<file path="config.mk">
export PLATFORM = sky130hd
export DESIGN_NAME = surf_dna_seq
export DESIGN_NICKNAME = d
export VERILOG_FILES = /design/src/rtl/surf_dna_seq.sv
export SDC_FILE = /design/constraint.sdc
export NUM_CORES = 1
export LEC_CHECK = 0
export CAP_MARGIN = 15
export CORE_ASPECT_RATIO = 1.5
export CORE_MARGIN = 2
export CORE_UTILIZATION = 25
export DETAILED_ROUTE_END_ITERATION = 6
export GPL_TIMING_DRIVEN = 1
export SLEW_MARGIN = 20
export SYNTH_ARGS = -nofsm -noshare
export SYNTH_HDL_FRONTEND = slang
export SYNTH_SLANG_ARGS = --single-unit
</file>
<file path="constraint.sdc">
create_clock -name wb_clk_i -period 2.55 [get_ports wb_clk_i]
set_input_delay 0.51 -clock wb_clk_i [delete_from_list [all_inputs] [get_ports wb_clk_i]]
set_output_delay 0.51 -clock wb_clk_i [all_outputs]
set_load 0.1 [all_outputs]
</file>
<file path="src/rtl/surf_dna_seq.sv">
// rtl/surf_dna_seq.sv - DNA_PORTE2 read sequencer presenting the device ID as an atomic parallel register
// Optional DNA_SEQ_VERIFY_EN: every read runs two passes and flags any bit disagreement on mismatch_o.
module surf_dna_seq #(
  parameter int DNA_BITS   = 96,
  parameter int SHIFT_DIV  = 0,
  parameter bit AUTO_START = 1'b1
) (
  input  logic                wb_clk_i,
  input  logic                wb_rst_n_i,
  input  logic                start_i,
  output logic                busy_o,
  output logic                valid_o,
  output logic [DNA_BITS-1:0] dna_o,
  output logic                mismatch_o,
  output logic                dna_read_o,
  output logic                dna_shift_o,
  input  logic                dna_dat_i
);

  localparam int KW = (DNA_BITS > 1) ? $clog2(DNA_BITS) : 1;
  localparam logic [KW-1:0] K_LAST   = KW'(DNA_BITS - 1);
  localparam logic [3:0]    DIV_LAST = 4'(SHIFT_DIV);

  typedef enum logic [2:0] {
    S_IDLE,
    S_LOAD,
    S_WAIT,
    S_SHIFT,
    S_DONE
  } state_t;

  state_t              state_q, state_d;
  logic [KW-1:0]       k_q, k_d;
  logic [3:0]          div_q, div_d;
  logic [DNA_BITS-1:0] shadow_q, shadow_d;
  logic [DNA_BITS-1:0] dna_q, dna_d;
  logic                valid_q, valid_d;
  logic                auto_q;
  logic                capture;
  logic                last_bit;

`ifdef DNA_SEQ_VERIFY_EN
  logic pass_q, pass_d;
  logic mis_acc_q, mis_acc_d;
  logic mis_q, mis_d;
  logic bit_diff;
`endif

  assign capture  = (div_q == DIV_LAST);
  assign last_bit = (k_q == K_LAST);

  always_comb begin
    state_d     = state_q;
    k_d         = k_q;
    div_d       = div_q;
    shadow_d    = shadow_q;
    dna_d       = dna_q;
    valid_d     = valid_q;
    busy_o      = 1'b0;
    dna_read_o  = 1'b0;
    dna_shift_o = 1'b0;
`ifdef DNA_SEQ_VERIFY_EN
    pass_d      = pass_q;
    mis_acc_d   = mis_acc_q;
    mis_d       = mis_q;
    bit_diff    = 1'b0;
`endif

    case (state_q)
      S_IDLE, S_DONE: begin
        // dna_o is left alone here so readers never see a partially captured ID
        if (start_i || auto_q) begin
          state_d = S_LOAD;
          valid_d = 1'b0;
`ifdef DNA_SEQ_VERIFY_EN
          pass_d    = 1'b0;
          mis_acc_d = 1'b0;
`endif
        end
      end
      S_LOAD: begin
        busy_o     = 1'b1;
        dna_read_o = 1'b1;
        state_d    = S_WAIT;
      end
      S_WAIT: begin
        busy_o  = 1'b1;
        k_d     = '0;
        div_d   = '0;
        state_d = S_SHIFT;
      end
      S_SHIFT: begin
        busy_o = 1'b1;
        if (!capture) begin
          div_d = div_q + 4'd1;
        end else begin
          div_d = '0;
`ifdef DNA_SEQ_VERIFY_EN
          if (pass_q) begin
            bit_diff = (dna_dat_i != shadow_q[k_q]);
          end else begin
            shadow_d[k_q] = dna_dat_i;
          end
          mis_acc_d = mis_acc_q | bit_diff;
`else
          shadow_d[k_q] = dna_dat_i;
`endif
          // The primitive already presents the final bit, so it is never shifted past
          if (!last_bit) begin
            dna_shift_o = 1'b1;
            k_d         = k_q + 1'b1;
          end
`ifdef DNA_SEQ_VERIFY_EN
          else if (!pass_q) begin
            pass_d  = 1'b1;
            state_d = S_LOAD;
          end else begin
            state_d   = S_DONE;
            valid_d   = 1'b1;
            dna_d     = shadow_q;
            mis_d     = mis_acc_q | bit_diff;
            pass_d    = 1'b0;
            mis_acc_d = 1'b0;
          end
`else
          else begin
            state_d = S_DONE;
            valid_d = 1'b1;
            dna_d   = shadow_d;
          end
`endif
        end
      end
      default: state_d = S_IDLE;
    endcase
  end

  always_ff @(posedge wb_clk_i or negedge wb_rst_n_i) begin
    if (!wb_rst_n_i) begin
      state_q   <= S_IDLE;
      k_q       <= '0;
      div_q     <= '0;
      shadow_q  <= '0;
      dna_q     <= '0;
      valid_q   <= 1'b0;
      auto_q    <= AUTO_START;
`ifdef DNA_SEQ_VERIFY_EN
      pass_q    <= 1'b0;
      mis_acc_q <= 1'b0;
      mis_q     <= 1'b0;
`endif
    end else begin
      state_q   <= state_d;
      k_q       <= k_d;
      div_q     <= div_d;
      shadow_q  <= shadow_d;
      dna_q     <= dna_d;
      valid_q   <= valid_d;
      auto_q    <= 1'b0;
`ifdef DNA_SEQ_VERIFY_EN
      pass_q    <= pass_d;
      mis_acc_q <= mis_acc_d;
      mis_q     <= mis_d;
`endif
    end
  end

  assign valid_o = valid_q;
  assign dna_o   = dna_q;
`ifdef DNA_SEQ_VERIFY_EN
  assign mismatch_o = mis_q;
`else
  assign mismatch_o = 1'b0;
`endif

endmodule

</file>
## After elaboration in Yosys (flattened, before gate mapping)

Index checks and enable logic that the tools add are counted.

- Bits of input ports: 4
- Word-level logic and storage cells: 54
- Flip-flop bits (word level): 208
- Output and inout port bits: 101

- Eq/ne operators: 9
- Mux-type cells: 21
- Reductions and logical operators: 13
- Add/subtract/negate cells: 2
- Order comparisons: 2

Operators by type and width:

| kind | count |
|---|---|
| $bwmux W96 | 1 |
| $mux W7 | 2 |
| $pmux W7 S2 | 1 |
| $pmux W3 S4 | 1 |
| $mux W1 | 9 |
| $mux W3 | 3 |
| $reduce_and A3 Y1 | 3 |
| $lt A7 B8 Y1 const B | 1 |
| $ne A2 B2 Y1 const B | 4 |
| $pmux W4 S2 | 1 |
| $add A7 B1 Y7 const B | 1 |
| $demux W1 S7 | 1 |
| $eq A7 B7 Y1 const B | 1 |
| $ge A7 B1 Y1 const B | 1 |
| $eq A3 B2 Y1 const B | 2 |
| $add A4 B1 Y4 const B | 1 |
| $logic_not A4 Y1 | 1 |
| $mux W4 | 1 |
| $reduce_and A4 Y1 | 1 |
| $reduce_bool A2 Y1 | 2 |
| $eq A3 B1 Y1 const B | 1 |
| $eq A3 B3 Y1 const B | 1 |
| $logic_not A3 Y1 | 1 |
| $reduce_or A3 Y1 | 1 |
| 5 further kinds | 5 |

## Depth between registers and ports, before layout

Gate-level depths: netlist of the first run.

- Word-level depth: 5
- Mapped depth: 9
- Depth with buffers taken out: 6

## Worst setup path before layout of the first run

No wires, ideal clock.

- Path kind: reg2out
- From: reg state_q[0]
- To: out dna_read_o
- Stages on the path, launching flop included: 3
- Slack: -0.729 ns
- Path buffers: 1
- Arrival time: 2.769 ns
- Cell sequence: dfrtp_1 -> clkbuf_1 -> nor3b_1

- Word-level cells in the longest chain between the ends: 2

RTL lines:

| element | RTL line | RTL |
|---|---|---|
| from (decl) | 32 | `state_t state_q, state_d;` |
| from (signal assigned) | 153 | `state_q <= state_d;` |
| $eq A3 B1 Y1 | 69 | `case (state_q)` |
| $mux W1 | 69 |  |
| to (decl) | 15 | `output logic dna_read_o,` |

No other way between the ends.

## Final worst setup path of the first run

- From: reg div_q[0]
- To: reg shadow_q[61]

- Word-level cells in the longest chain between the ends: 2

RTL lines:

| element | RTL line | RTL |
|---|---|---|
| from (decl) | 34 | `logic [3:0] div_q, div_d;` |
| from (signal assigned) | 155 | `div_q <= div_d;` |
| $logic_not A4 Y1 | 49 | `assign capture = (div_q == DIV_LAST);` |
| $reduce_and A2 Y1 (no line) | n/a |  |
| to (signal assigned) | 156 | `shadow_q <= shadow_d;` |
| to (decl) | 35 | `logic [DNA_BITS-1:0] shadow_q, shadow_d;` |

No other way between the ends.
A chain may end at the register's enable or synchronous reset.

==> flow_summary.yaml, run 1 <==
synthesis:
  synth_area_per_cell_um2: 10.21
  synth-edff-count: 0
  yosys_warnings: 0
  synth_flop_cell: "dfrtp_1"
  netlist_instances: 972
  synth_seq_cells: 208
  yosysUniqueCellTypes: 50
  ys_seq_area_frac: 0.5248
  netlist_area_mm2: 0.009920
  synth_async_sr_flop_share: 1.000
clock_network:
  hold_buffers: 0
  clkSinkCount: 208
  root_buffer: "clkbuf_16"
  clock_path_buffers: 3
  clkLatencyLatePin_ns: 0.50
  clk_pin_slew_worst_paths_ns: 0.07
  htree_levels: 1
  cts_tree: "built"
  cts_inserted_buffers: 19
finish:
  final_cell_mix: "nor2_1, dfrtp_1, buf_4, mux2_2, a21oi_1"
  final_cells: 1591
  multi_input_area_mm2: 0.004372
  drive_gt1_frac: 0.2915
  seqCellArea_mm2: 0.005211
  n_antenna_cell: 0
  final_common_cell: "nor2_1"
  synthToLayoutAreaGrowth_pct: 24.13
  fin_nets: 1088
  final.fill_count: 4047
route:
  drtPass1Iterations: 4
  drtIter0Drc: 428
  routed_wl_um: 28000
  drc: 0
  post_drt_wl_per_cell_um: 17.60
  via_per_inst: 4.641
  route.antenna.remaining_nets: 0
  dr_total_vias: 7384
grt:
  grt_max_degree: 70
  grt_pass1_wl_um: 43370
  antenna_found_initial: 0
  grt_pass1_vias: 7472
  grt_usage: 0.1337
  overflow: 0
run_status:
  failed_checks: "negative hold slack"
  status: "complete, but fails checks"
floorplan:
  fp.dieH_um: 248.0
  start_util: 0.2531
  die-area_mm2: 0.04132
  rows: 89
  core_mm2: 0.03920
  die_x_um: 166.6
  ios: 105
power_and_ir_drop:
  netSwitchingFraction: 0.2175
  p_clk_frac: 0.464
  p_int_mw: 5.211
  powerDensity_mw_per_mm2: 540.8
  combPwrFrac: 0.032
  irDropWorstVdd_mv: 0.2521
  p_leak_nw: 5.107
  power_frac_seq: 0.504
  switchingPower_mw: 1.449
sta:
  maxSlewViolCount: 0
  whs_ns: -0.006887
  period_needed_ns: 2.502
  slew_headroom: 0.5054
  worst_slew_pin_slew_ns: 0.7319
  hold_viol: 1
  finalCritPeriodShare: 0.9813
  finalSetupViolations: 0
  fin_ws_ns: 0.04775
  finClkSkew_ns: 0.01054
  rsz0062_at_grt: "yes"
  max_freq_mhz: 399.6
placed_design:
  gp_congestion: 0.8207
  dp_hpwl_um: 19150
  dp_slack_ns: 0.07423
  dpl.cell_count: 1558
  port_buffers: 103
worst_setup_path:
  crit_path_end_kind: "flop"
  cp_max_fo: 12
  critPathRequiredTime_ns: 2.93
  ff2ff_setup_slack_ns: 0.05
  r2r-start: "div_q[0]"
  path_class: "flop to flop"
  startpoint: "div_q[0]"
  regToRegEndpoint: "shadow_q[61]"
  arrival_ns: 2.88
  reg2reg_depth: 6
  cp-endpoint: "shadow_q[61]"
  critPathLaunchType: "flop"
job:
  cap_viol_max_count: 0
worst_hold_path:
  hp-class: "input port to async pin"
-- how the worst min path moves through the flow --
| stage | endpoint | slack (ns) |
|---|---|---|
| floorplan | div_q[0] | 0.21 |
| global placement | valid_o | 0.47 |
| detailed placement | shadow_q[22] | 0.48 |
| CTS | dna_o[12] | 0.009 |
| global route | dna_o[12] | 0.02 |
| finish | dna_o[12] | -0.007 |
-- flip-flops by register name, indices dropped and copies added, names as in the netlist --
name      flops
shadow_q     96
dna_o        96
auto_q        1
k_q           7
valid_o       1
div_q         4
state_q       3
-- synthesized netlist by cell type (4+ instances only) --
library cell	number	area share
nor2_1	228	0.086
mux2i_1	85	0.086
a31oi_1	9	0.0057
nand4bb_1	5	0.0057
nor3_1	4	0.0020
and4bb_2	4	0.0050
a21oi_1	89	0.045
mux2_2	94	0.11
or4b_2	4	0.0040
dfrtp_1	207	0.52
clkbuf_1	49	0.019
nor3b_1	5	0.0038
nand2_1	53	0.020
inv_1	4	0.0015
buf_2	34	0.017
nand3_1	18	0.0091
nor4b_1	4	0.0035
and3_1	6	0.0038
a21o_1	4	0.0030
o21ai_0	20	0.010
nand3b_1	4	0.0030
-- worst max-delay path: stages, from the launching register on --
cell and delay [ns]:
dfrtp_1 0.42, inv_1 0.08, ha_1 0.16, or3b_1 0.47, or3_1 0.68, nor2_1 0.21, mux2_2 0.35
-- repair_timing --
item                       in CTS  in global routing
resized for setup               6                  0
setup buffers                   2                  0
setup endpoints to repair       1                 32
cloned                          0                  0
-- cell type report --
class	count	share of cell area
sequential	208	0.4232
multi-input combinational	675	0.3550
timing repair buffer	173	0.1163
tap	500	0.05081
clock buffer	21	0.04004
clock inverter	10	0.01331
inverter	4	0.001219
-- routing by layer --
layer,vias to the layer above,global-route usage,part of all wire
li1,3526,-,-
met1,3645,0.1570,0.40
met4,0,0.06288,0.042
met5,-,0,0
met3,58,0.02791,0.055
met2,155,0.2338,0.50
-- power by group through the flow --
stage | combinational, mW | sequential [mW] | clock, mW
final | 0.214 | 3.36 | 3.09
after global routing | 0.241 | 3.36 | 3.28
after CTS | 0.222 | 3.35 | 3.17
after detailed placement | 0.222 | 3.42 | 0
after global placement | 0.216 | 3.42 | 0
after floorplan | 0.0985 | 3.41 | 0
-- cell families (layout without fill, tap and decap cells) --
| kind of cell | Yosys count | count (layout) | share of synthesized area |
|---|---|---|---|
| AOI/OAI and AO/OA | 132 | 132 | 0.07240 |
| buffers and inverters | 90 | 208 | 0.03872 |
| adders and majority gates | 3 | 3 | 0.003784 |
| other | 1 | 2 | 0.0003780 |
| muxes | 182 | 182 | 0.1959 |
| and+or+nand+nor | 356 | 356 | 0.1640 |
| DFF | 208 | 208 | 0.5248 |
-- stage by stage --
| stage | util | cell area, µm² | setup TNS, ns | hold WS (ns) | power [mW] |
|---|---|---|---|---|---|
| final | 0.3141 | 12310 | 0 | -0.006887 | 6.659 |
| after global routing | 0.3141 | 12310 | -1.087 | 0.02062 | 6.882 |
| after CTS | 0.3141 | 12310 | 0 | 0.008749 | 6.751 |
| after detailed placement | 0.2965 | 11620 | 0 | 0.4823 | 3.641 |
| after global placement | 0.2965 | 11620 | 0 | 0.4660 | 3.633 |
| after floorplan | - | 9928 | 0 | 0.2144 | 3.513 |
Power figures use the tool's default switching activity.
==> run 2: changes to the inputs <==
--- a/config.mk
+++ b/config.mk
@@ -6,7 +6,7 @@
 export NUM_CORES = 1
 export LEC_CHECK = 0
 export CAP_MARGIN = 15
-export CORE_ASPECT_RATIO = 1.5
+export CORE_ASPECT_RATIO = 0.8
 export CORE_MARGIN = 2
 export CORE_UTILIZATION = 25
 export DETAILED_ROUTE_END_ITERATION = 6
==> run 2 against run 1 <==
The flow still finishes with violations (negative hold slack). Clock skew increased by 0.0047 ns. Largest power group is now clock. Count of clock-buffer cells in the layout increased by 13. Total power increased by 6.6%.
==> flow_summary.yaml, run 2 (synthesized netlist as in run 1, its figures left out) <==
finish:
  final_cells: 1634
  seqCellArea_mm2: 0.005210
  final.fill_count: 4010
  synthToLayoutAreaGrowth_pct: 26.03
  final_area_mm2: 0.01250
  n_antenna_cell: 0
  final_cell_mix: "nor2_1, dfrtp_1, buf_4, mux2_2, a21oi_1"
  final_common_cell: "nor2_1"
  fin_nets: 1088
  drive_gt1_frac: 0.2951
  multi_input_area_mm2: 0.004372
worst_setup_path:
  r2r-start: "div_q[0]"
  critical_path_buf_inv_count: 3
  crit_path_end_kind: "output pin"
  startpoint: "div_q[0]"
  cpPeakStageDelay_ns: 0.42
  critPathRequiredTime_ns: 2.04
  reg2reg_depth: 6
  slowest_stage: "dfrtp_1"
  ff2ff_setup_slack_ns: 0.09
  crit_family: "buffers and inverters"
  arrival_ns: 1.96
  critPathLaunchType: "flop"
  regToRegEndpoint: "shadow_q[29]"
  cp_max_fo: 9
  crit_path_cell_trace: "inv_1, ha_1, nor3b_2, buf_4, o211a_4, buf_12"
  path_class: "flop to output pin"
power_and_ir_drop:
  power_frac_seq: 0.473
  irDropWorstVdd_mv: 0.3935
  p_leak_nw: 5.177
  powerDensity_mw_per_mm2: 568.0
  netSwitchingFraction: 0.2160
  p_int_mw: 5.567
  p_total_mw: 7.101
  combPwrFrac: 0.031
  p_clk_frac: 0.496
  switchingPower_mw: 1.534
clock_network:
  hold_buffers: 0
  htree_levels: 1
  clk_pin_slew_worst_paths_ns: 0.06
  root_buffer: "clkbuf_16"
  cts_inserted_buffers: 24
  clkLatencyLatePin_ns: 0.52
  cts_tree: "built"
  clock_path_buffers: 3
  clkSinkCount: 208
route:
  post_drt_wl_per_cell_um: 17.44
  drc: 0
  routed_wl_um: 28490
  drtIter0Drc: 409
  drtPass1Iterations: 6
  dr_total_vias: 7444
  route.antenna.remaining_nets: 0
  via_per_inst: 4.556
run_status:
  status: "complete, but fails checks"
  failed_checks: "negative hold slack"
floorplan:
  die-area_mm2: 0.04130
  fp.dieH_um: 182.2
  rows: 65
  start_util: 0.2525
  die_x_um: 226.7
  ios: 105
  core_mm2: 0.03928
sta:
  finalCritPeriodShare: 0.9694
  finClkSkew_ns: 0.01524
  finalSetupViolations: 0
  slew_headroom: 0.5956
  maxSlewViolCount: 0
  hold_viol: 1
  setup_tns_ns: 0
  worst_slew_pin_slew_ns: 0.5990
  period_needed_ns: 2.472
  max_freq_mhz: 404.5
  whs_ns: -0.002748
grt:
  overflow: 0
  grt_usage: 0.1371
  grt_pass1_vias: 7555
  grt_pass1_wl_um: 44400
  antenna_found_initial: 0
  grt_max_degree: 69
placed_design:
  dp_hpwl_um: 19570
  gp_congestion: 0.8337
  dpl.cell_count: 1590
  place_area_mm2: 0.01166
  port_buffers: 103
worst_hold_path:
  hp-class: "input port to async pin"
job:
  cap_viol_max_count: 0
## run 2: changes by cell type in the layout (fill, tap and decap cells not counted), sizes merged
cell,delta
buf,-5
bufinv,-2
clkbuf,+13
clkinv,+2
clkinvlp,-1
## run 2: metal layers
| layer | routed length [µm] | track usage |
|---|---|---|
| met1 | 13760 | 0.1973 |
| met2 | 12500 | 0.2086 |
| met3 | 1289 | 0.02238 |
| met4 | 940 | 0.04526 |
| met5 | 0 | 0 |
## run 2: worst max path at each step
stage                     cells past startpoint  slack [ns]      endpoint
after floorplan                               3        0.14        busy_o
after global placement                        6        0.19  shadow_q[91]
after detailed placement                      6        0.12  shadow_q[94]
after CTS                                     3        0.08   dna_shift_o
after global routing                          6      -0.003  shadow_q[35]
final                                         6        0.08   dna_shift_o
## run 2: layout make-up
type | instances | share of cell area
Multi-Input combinational cell | 675 | 0.3497
Timing Repair Buffer | 168 | 0.1136
Sequential cell | 208 | 0.4167
Clock buffer | 34 | 0.05755
Tap cell | 536 | 0.05364
Inverter | 4 | 0.001201
Clock inverter | 9 | 0.007606
## run 2: power groups by stage
| stage | clock network, mW | logic, mW | registers, mW |
|---|---|---|---|
| after CTS | 3.62 | 0.226 | 3.36 |
| after global routing | 3.74 | 0.244 | 3.36 |
| after floorplan | 0 | 0.0985 | 3.41 |
| after detailed placement | 0 | 0.225 | 3.42 |
| after global placement | 0 | 0.220 | 3.42 |
| final | 3.52 | 0.218 | 3.36 |
## run 2: worst reg2reg max path, delay by kind of cell, from the launching register on
family                   cells  cell delay [ns]
buffers and inverters        1             0.08
flip-flops                   1             0.42
adder cells (fa/ha/maj)      1             0.14
multiplexers                 1             0.35
AND/OR/NAND/NOR              3             1.35
## run 2: timing repair
item                                    CTS  global route
pin swaps                                 1             0
endpoints found under the setup margin    1             3
resized for setup                         5             2
setup buffers                             1             0
hold endpoints to repair                  0             0
## run 2: metrics by stage
stage,utilization,worst slack [ns]
5_1_grt,0.3183,-0.003304
2_1_floorplan,-,0.1364
3_3_place_gp,0.2969,0.1893
3_5_place_dp,0.2969,0.1188
6_report,0.3183,0.07792
4_1_cts,0.3181,0.07759
==> run 3: changes to the inputs <==
--- a/config.mk
+++ b/config.mk
@@ -9,6 +9,7 @@
 export CORE_ASPECT_RATIO = 0.8
 export CORE_MARGIN = 2
 export CORE_UTILIZATION = 25
+export CTS_CLUSTER_SIZE = 10
 export DETAILED_ROUTE_END_ITERATION = 6
 export GPL_TIMING_DRIVEN = 1
 export SLEW_MARGIN = 20
==> run 3 against run 2 <==
The run still ends with negative hold slack left. Combinational power is essentially flat. Via count increased by 0.20%. Sequential power about the same. Total power shrank 2.2%. Fmax increased by 0.59%. Count of clock-buffer cells in the layout grew 7. Critical path type unchanged. Critical endpoint unchanged. Highest routed layer unchanged.
==> flow_summary.yaml, run 3 (synthesized netlist as in run 1, its figures left out) <==
run_status:
  status: "complete, but fails checks"
  failed_checks: "negative hold slack"
finish:
  final_cells: 1635
  drive_gt1_frac: 0.2884
  n_antenna_cell: 0
  synthToLayoutAreaGrowth_pct: 25.68
  final_common_cell: "nor2_1"
  final.fill_count: 4026
  fin_nets: 1090
  final_cell_mix: "nor2_1, dfrtp_1, buf_4, mux2_2, a21oi_1"
power_and_ir_drop:
  switchingPower_mw: 1.514
  irDropWorstVdd_mv: 0.4621
  p_leak_nw: 5.147
  powerDensity_mw_per_mm2: 556.9
  p_clk_frac: 0.485
  netSwitchingFraction: 0.2180
  combPwrFrac: 0.031
  power_frac_seq: 0.484
  p_int_mw: 5.429
route:
  drtPass1Iterations: 6
  route.antenna.remaining_nets: 0
  post_drt_wl_per_cell_um: 17.29
  dr_total_vias: 7459
  via_per_inst: 4.562
  drc: 0
  routed_wl_um: 28270
  drtIter0Drc: 446
sta:
  max_freq_mhz: 406.9
  maxSlewViolCount: 0
  hold_viol: 1
  finalCritPeriodShare: 0.9638
  period_needed_ns: 2.458
  slew_headroom: 0.5954
  finalSetupViolations: 0
  setup_tns_ns: 0
  finClkSkew_ns: 0.009764
  whs_ns: -0.0008561
  worst_slew_pin_slew_ns: 0.6069
grt:
  grt_usage: 0.1362
  grt_pass1_vias: 7491
  grt_pass1_wl_um: 44130
  overflow: 0
  antenna_found_initial: 0
  grt_max_degree: 69
placed_design:
  port_buffers: 103
  gp_congestion: 0.8337
  dpl.cell_count: 1590
  dp_hpwl_um: 19570
floorplan:
  rows: 65
  ios: 105
  die_x_um: 226.7
  fp.dieH_um: 182.2
  core_mm2: 0.03928
  die-area_mm2: 0.04130
  start_util: 0.2525
worst_setup_path:
  path_class: "flop to output pin"
  cp_max_fo: 9
  arrival_ns: 1.95
  crit_path_end_kind: "output pin"
  critPathLaunchType: "flop"
  critPathRequiredTime_ns: 2.04
clock_network:
  cts_inserted_buffers: 26
  htree_levels: 1
  clkLatencyLatePin_ns: 0.52
  clock_path_buffers: 3
  root_buffer: "clkbuf_16"
  clk_pin_slew_worst_paths_ns: 0.06
  hold_buffers: 0
  cts_tree: "built"
  clkSinkCount: 208
job:
  cap_viol_max_count: 0
worst_hold_path:
  hp-class: "input port to async pin"
[run 3: cell count changes in the layout (fill, tap and decap cells not counted), moves of 2 or more]
cell | previous run | this run
bufinv_16 | 2 | 0
clkinv_2 | 7 | 2
clkbuf_1 | 3 | 11
clkbuf_8 | 7 | 4
clkbuf_16 | 25 | 27
[run 3: timing repair]
action	4_1_cts	5_1_grt
hold endpoints to repair	0	0
setup endpoints to repair	1	2
buffers inserted	1	0
resized for setup	4	3
pin swaps	1	0
[run 3: worst paths after layout]
path	startpoint	endpoint	slack [ns]	cells past startpoint
max	div_q[0]	dna_shift_o	0.09	6
min	wb_rst_n_i	dna_o[8]	-0.0009	1
max reg2reg	div_q[0]	shadow_q[29]	0.11	6
min reg2reg	valid_o	valid_o	0.49	1
max in group asynchronous	wb_rst_n_i	dna_o[27]	1.83	2
min in group wb_clk_i	dna_dat_i	dna_o[23]	0.43	3
[run 3: through the flow]
step                total power, mW  instance area [µm²]    util  setup slack (ns)  hold WS, ns
finish                        6.943                12470  0.3174           0.09236   -0.0008561
global placement              3.637                11660  0.2969            0.1893       0.4687
detailed placement            3.645                11660  0.2969            0.1188       0.4780
CTS                           7.047                12450  0.3169          0.001463     0.005754
floorplan                     3.513                 9928       -            0.1364       0.2144
global route                  7.207                12470  0.3174         -0.009019      0.03410
[run 3: cell type report]
type / count / area, µm² / area share
clock inverters: 3 / 17.52 / 0.001405
well taps: 536 / 670.6 / 0.05379
inverters: 4 / 15.01 / 0.001204
multi-input cells: 675 / 4377 / 0.3511
repair buffers: 168 / 1420 / 0.1139
flip-flops and latches: 208 / 5209 / 0.4178
clock buffers: 41 / 758.2 / 0.06082
[run 3: metal layers]
layer  up-vias  track usage  routed length [µm]
met2       168       0.2070               12370
met4         0      0.04105                 812
met3        48      0.02238                1472
met5         -            0                   0
met1      3691       0.1976               13620
li1       3552            -                   -
[run 3: critical path, cell delays in order, from the launching register on]
cell,delay (ns)
dfrtp_1,0.41
inv_1,0.08
ha_1,0.15
nor3b_2,0.17
buf_4,0.19
o211a_4,0.24
buf_12,0.19
[run 3: power by group through the flow]
stage	Combinational, mW	Clock (mW)	Sequential [mW]
final	0.218	3.36	3.36
after global routing	0.244	3.60	3.36
after CTS	0.226	3.46	3.36
after detailed placement	0.225	0	3.42
after global placement	0.220	0	3.42
after floorplan	0.0985	0	3.41
